### config.mk
export PLATFORM = sky130hd
export DESIGN_NAME = sprite_renderer
export DESIGN_NICKNAME = d
export VERILOG_FILES = /design/src/rtl/sprite_renderer.sv
export SDC_FILE = /design/constraint.sdc
export NUM_CORES = 1
export LEC_CHECK = 0
export ABC_AREA = 0
export ABC_CLOCK_PERIOD_IN_PS = 3400
export BUFFER_PORTS_ARGS = -buffer_cell sky130_fd_sc_hd__buf_2
export CAP_MARGIN = 20
export CORE_ASPECT_RATIO = 0.5
export CORE_MARGIN = 5
export CORE_UTILIZATION = 53
export DETAILED_ROUTE_END_ITERATION = 10
export GPL_TIMING_DRIVEN = 0
export PLACE_DENSITY = 0.8
export SYNTH_ARGS = -nofsm -noshare
export SYNTH_HDL_FRONTEND = slang
export SYNTH_SLANG_ARGS = --single-unit
### constraint.sdc
create_clock -name clk -period 3.4 [get_ports clk]
set_input_delay 0.68 -clock clk [delete_from_list [all_inputs] [get_ports clk]]
set_output_delay 0.68 -clock clk [all_outputs]
set_load 0.03 [all_outputs]
### src/rtl/sprite_renderer.sv
// sprite_renderer: reads texels for a scaled 16x16 sprite and composites them over a background colour.
// Latency: hcount/vcount/bg_rgb -> vga_rgb is MEM_LAT+2 clk; mem_x/mem_y/mem_shape are registered 1 clk after hcount/vcount.
// Backpressure: none; the pipeline advances every clk in lockstep with the raster.
//
// Ports:
//   clk, Reset (async, active-low)
//   hcount/vcount/video_on            raster position from the VGA timing generator
//   sprite_x/y/shape/en, bg_rgb       sprite request (sampled at frame start) and background colour
//   mem_x/mem_y/mem_shape -> mem_R/G/B/A   texel address out, texel bits back MEM_LAT clk later (MEM_LAT 1..3)
//   vga_rgb, sprite_hit, frame_drawn  composited pixel, opaque-texel flag, sticky "sprite drawn this frame"
module sprite_renderer #(
    parameter int HW         = 10,
    parameter int SCALE_LOG2 = 2,
    parameter int MEM_LAT    = 1
) (
    input  logic          clk,
    input  logic          Reset,
    input  logic [HW-1:0] hcount,
    input  logic [HW-1:0] vcount,
    input  logic          video_on,
    input  logic [HW-1:0] sprite_x,
    input  logic [HW-1:0] sprite_y,
    input  logic [1:0]    sprite_shape,
    input  logic          sprite_en,
    input  logic [11:0]   bg_rgb,
    output logic [3:0]    mem_x,
    output logic [3:0]    mem_y,
    output logic [1:0]    mem_shape,
    input  logic          mem_R,
    input  logic          mem_G,
    input  logic          mem_B,
    input  logic          mem_A,
    output logic [11:0]   vga_rgb,
    output logic          sprite_hit,
    output logic          frame_drawn
);

    localparam int          S   = 16 << SCALE_LOG2;
    localparam logic [HW:0] BOX = (HW+1)'(S);

    // Per-pixel side information that travels alongside the memory access.
    typedef struct packed {
        logic        in_box;
        logic        vid;
        logic [11:0] bg;
    } pix_t;

    logic [HW-1:0] shadow_x_q, shadow_x_d;
    logic [HW-1:0] shadow_y_q, shadow_y_d;
    logic [1:0]    shadow_shape_q, shadow_shape_d;
    logic          shadow_en_q, shadow_en_d;

    logic [3:0]    mem_x_q, mem_x_d;
    logic [3:0]    mem_y_q, mem_y_d;
    logic [1:0]    mem_shape_q, mem_shape_d;
    pix_t          s0_q, s0_d;
    pix_t          dly_q [MEM_LAT];
    pix_t          dly_d [MEM_LAT];

    logic [11:0]   vga_rgb_q, vga_rgb_d;
    logic          sprite_hit_q, sprite_hit_d;
    logic          frame_drawn_q, frame_drawn_d;

    logic          frame_start;
    logic [HW:0]   h_end, v_end;
    logic          in_box;
    logic [3:0]    tex_x, tex_y;
    pix_t          al;

    // Shadow registers: the frame-start pixel already uses the newly latched
    // values, so a sprite placed at (0,0) gets its first pixel drawn.
    always_comb begin
        frame_start    = (hcount == '0) && (vcount == '0);
        shadow_x_d     = shadow_x_q;
        shadow_y_d     = shadow_y_q;
        shadow_shape_d = shadow_shape_q;
        shadow_en_d    = shadow_en_q;
        if (frame_start) begin
            shadow_x_d     = sprite_x;
            shadow_y_d     = sprite_y;
            shadow_shape_d = sprite_shape;
            shadow_en_d    = sprite_en;
        end
    end

    // Box test and texel address. The box end is one bit wider than the
    // coordinates so a sprite hanging off the right/bottom edge clips
    // instead of wrapping around to column/row 0.
    always_comb begin
        h_end  = {1'b0, shadow_x_d} + BOX;
        v_end  = {1'b0, shadow_y_d} + BOX;
        in_box = shadow_en_d & video_on
               & (hcount >= shadow_x_d) & ({1'b0, hcount} < h_end)
               & (vcount >= shadow_y_d) & ({1'b0, vcount} < v_end);
        tex_x  = 4'((hcount - shadow_x_d) >> SCALE_LOG2);
        tex_y  = 4'((vcount - shadow_y_d) >> SCALE_LOG2);

        mem_x_d      = in_box ? tex_x : 4'd0;
        mem_y_d      = in_box ? tex_y : 4'd0;
        mem_shape_d  = shadow_shape_d;
        s0_d.in_box  = in_box;
        s0_d.vid     = video_on;
        s0_d.bg      = bg_rgb;
    end

    // Delay line so the pixel flags line up with the texel returned by memory.
    always_comb begin
        dly_d[0] = s0_q;
        for (int i = 1; i < MEM_LAT; i++) begin
            dly_d[i] = dly_q[i-1];
        end
    end

    // Composite stage.
    always_comb begin
        al           = dly_q[MEM_LAT-1];
        vga_rgb_d    = 12'h000;
        sprite_hit_d = 1'b0;
        if (!al.vid) begin
            vga_rgb_d    = 12'h000;
            sprite_hit_d = 1'b0;
        end else if (al.in_box && mem_A) begin
            vga_rgb_d    = {{4{mem_R}}, {4{mem_G}}, {4{mem_B}}};
            sprite_hit_d = 1'b1;
        end else begin
            vga_rgb_d    = al.bg;
        end
        // A frame start beats a coincident hit.
        frame_drawn_d = frame_start ? 1'b0 : (frame_drawn_q | sprite_hit_d);
    end

    always_ff @(posedge clk or negedge Reset) begin
        if (!Reset) begin
            shadow_x_q     <= '0;
            shadow_y_q     <= '0;
            shadow_shape_q <= '0;
            shadow_en_q    <= 1'b0;
            mem_x_q        <= '0;
            mem_y_q        <= '0;
            mem_shape_q    <= '0;
            s0_q           <= '0;
            for (int i = 0; i < MEM_LAT; i++) begin
                dly_q[i] <= '0;
            end
            vga_rgb_q      <= '0;
            sprite_hit_q   <= 1'b0;
            frame_drawn_q  <= 1'b0;
        end else begin
            shadow_x_q     <= shadow_x_d;
            shadow_y_q     <= shadow_y_d;
            shadow_shape_q <= shadow_shape_d;
            shadow_en_q    <= shadow_en_d;
            mem_x_q        <= mem_x_d;
            mem_y_q        <= mem_y_d;
            mem_shape_q    <= mem_shape_d;
            s0_q           <= s0_d;
            for (int i = 0; i < MEM_LAT; i++) begin
                dly_q[i] <= dly_d[i];
            end
            vga_rgb_q      <= vga_rgb_d;
            sprite_hit_q   <= sprite_hit_d;
            frame_drawn_q  <= frame_drawn_d;
        end
    end

    assign mem_x       = mem_x_q;
    assign mem_y       = mem_y_q;
    assign mem_shape   = mem_shape_q;
    assign vga_rgb     = vga_rgb_q;
    assign sprite_hit  = sprite_hit_q;
    assign frame_drawn = frame_drawn_q;

endmodule
==> out/metrics.yaml <==
run_status:
  status: "complete, but fails checks"
  violations: "setup timing"
critical_path:
  r2r_end: "mem_y[0]"
  worst-path-stages: 15
  critical_path_peak_fanout: 7
  path_common_cell: "buf_6"
  critical_path_buf_inv_count: 5
  r2r_cells: 10
  critical_path_required_ns: 3.64
  r2r_setup_slack_ns: 0.83
  path_class: "input port to flip-flop"
  worstSetupStartpointType: "input port"
  cp_top_family: "simple AND/OR/NAND/NOR gates"
  reg2reg_from: "shadow_y_q[6]"
  endpoint_kind: "flip-flop"
  cpPeakStageDelay_ns: 0.41
  arrival_ns: 3.84
  cp_cell_sequence: "buf_2 -> nor4_4 -> nand2_2 -> nor2_8 -> buf_6 -> clkbuf_16 -> mux2_2 -> ha_1 -> inv_1 -> o21ai_0 -> a21oi_1 -> o221ai_2 -> a311o_1 -> buf_6 -> nor4b_4"
  crit_slowest_cell: "a311o_1"
clock_tree:
  cts_hold_buf: 0
  h-tree-depth: 3
  cts_tree: "yes"
  clk_latency_ns: 0.34
  clockBufferDepth: 2
  path_clk_slew_ns: 0.06
  cts-buffers-inserted: 9
  root_buffer: "clkbuf_16"
  cts_sinks: 73
global_routing:
  grt_pass1_wl_um: 13600
  grt_overflow_total: 0
  grt_start_max_net_pins: 74
  antenna_found_initial: 0
  track_usage_pct: 22.3
  first_global_vias: 2820
die:
  io_pins: 86
  core_area_sq_um: 6160
  die_h_um: 66.8
  rows: 20
  initial_core_util_pct: 55.5
  dieWidth_um: 124
  die_area_sq_um: 8250
cells_and_area:
  final_area_sq_um: 4930
  drive_above_1_share_pct: 44.1
  antennaDiodeCount: 0
  fillers: 339
  fin_nets: 495
  fin_util_pct: 80.0
  fin_cells: 496
  syn2layout_area_growth_pct: 44.1
route:
  viasPerCell: 5.57
  drt-initial-drc-count: 180
  ant_nets: 0
  postRouteWirelength_um: 9720
  num_vias: 2763
  detail_route.first_pass.iterations: 4
  post-route-drc-count: 0
  routedWlPerCell_um: 19.6
timing:
  hold_viol: 0
  slew_headroom_pct: 41.0
  finClkSkew_ns: 0.00829
  slew_viol_final: 0
  setup_slack_ns: -0.198
  rsz0062_at_grt: "yes"
  worst_pin_slew_ns: 0.885
  setup_viol: 9
  fmax_mhz: 278
  fin_crit_sh_pct: 106
  period_minus_slack_ns: 3.60
  finalSetupTns_ns: -1.60
  whs_ns: 0.346
job:
  drv_cap: 0
synthesis:
  netlist_top_cells_count: "73 x dfrtp_1, 30 x ha_1, 27 x inv_1"
  synthAdderAreaFrac_pct: 11.0
  synth_area_per_cell_sq_um: 12.0
  synth-xor-area-share_pct: 1.54
  synth_edf_count: 0
  synth_area_leaders: "dfrtp_1 53%, ha_1 11%, mux2i_1 4.7%, a21oi_1 3.2%, inv_1 3.0%"
  synthesis.nets: 376
  synthDistinctLibCells: 40
  synth_top_family_by_area: "simple AND/OR/NAND/NOR gates"
  synth_seq_area_share_pct: 53.4
  synthFlopType: "dfrtp_1"
  synthSimpleGateAreaFrac_pct: 12.8
  synth_mux_area_share_pct: 7.65
  yosysTopAreaCellShare_pct: 53.4
  synth_compound_area_share_pct: 9.92
  yosys.area.top_type: "dfrtp_1"
  syn_area_sq_um: 3420
  ys_warn_count: 0
  synthArstFlopShare_pct: 100
  ys_seq_elements: 73
  yosysMostFrequentCell: "dfrtp_1"
  syn_inst: 284
hold_path:
  min_path_type: "flip-flop to flip-flop"
  hp-start: "dly_d[13]"
  holdPathStages: 0
  holdPathEnd: "al[13]"
place:
  hpwl_um: 5930
  place.gp.congestion: 0.938
  place_inst: 457
  portBuffers: 85
  placed_cell_area_sq_um: 4060
  place_ws_ns: -0.879
power_and_ir_drop:
  p_total_mw: 2.15
  peakVddDrop_uv: 309
  p_leak_nw: 2.39
  p_per_area_nw_per_um2: 437
how the worst max path moves through the flow:
stage / start / endpoint / slack, ns
finish: vcount[0] / mem_y[0] / -0.20
global route: vcount[0] / mem_y[1] / -0.29
CTS: hcount[7] / mem_x[0] / -0.15
detailed placement: vcount[0] / mem_y[0] / -0.88
global placement: vcount[0] / mem_x[0] / -0.82
floorplan: hcount[6] / mem_x[0] / -0.24
cell usage in the layout, fill, tap and decap left out, types with 8 or more instances in the layout:
cell and count:
mux2i_1 11, nor2b_1 13, inv_1 25, buf_6 9, dfrtp_1 73, buf_4 19
nand3_1 8, ha_1 24, a21oi_1 19, buf_2 78, clkbuf_16 10
cells by family (layout without fill, tap and decap cells):
logic type | Yosys count | count (layout)
flip-flops | 73 | 73
AND/OR/NAND/NOR | 66 | 66
AO/OA/AOI/OAI | 52 | 52
buffers and inverters | 32 | 156
adder cells (fa/ha/maj) | 30 | 30
multiplexers | 25 | 25
XOR/XNOR | 6 | 6
state kept, by name, summed over array words and instances (netlist names), 2 cells and up, named ones only:
register	count
mem_y	4
shadow_y_q	10
shadow_x_q	8
al	14
dly_d	14
vga_rgb	12
mem_x	4
mem_shape	2
layout make-up:
type / count / area, sq um / share of cell area, %
repair buffers: 108 / 683 / 13.9
clock buffers: 10 / 239 / 4.85
inverters: 27 / 101 / 2.06
well taps: 88 / 110 / 2.24
flip-flops and latches: 73 / 1830 / 37.1
plain buffers: 5 / 53.8 / 1.09
multi-input cells: 179 / 1820 / 37.0
clock inverters: 6 / 90.1 / 1.83
power breakdown:
part	internal, mW	switching (mW)	total (mW)
Sequential	0.892	0.00597	0.898
Combinational	0.0950	0.133	0.228
Clock	0.664	0.364	1.03
Total	1.65	0.502	2.15
timing repair:
item / in CTS / in global routing
resized for setup: 33 / 36
buffers inserted: 10 / 11
gates cloned: 1 / 1
endpoints found under the setup margin: 9 / 9
pin swaps: 13 / 21
layer usage:
| layer | vias to the layer above | global-route usage (%) | share of wire, % |
|---|---|---|---|
| met4 | 0 | 8.14 | 3.6 |
| met2 | 122 | 39.4 | 50 |
| li1 | 1247 | - | - |
| met1 | 1356 | 25.5 | 39 |
| met5 | - | 0 | 0 |
| met3 | 38 | 7.12 | 6.6 |
Power figures use the tool's default switching activity.
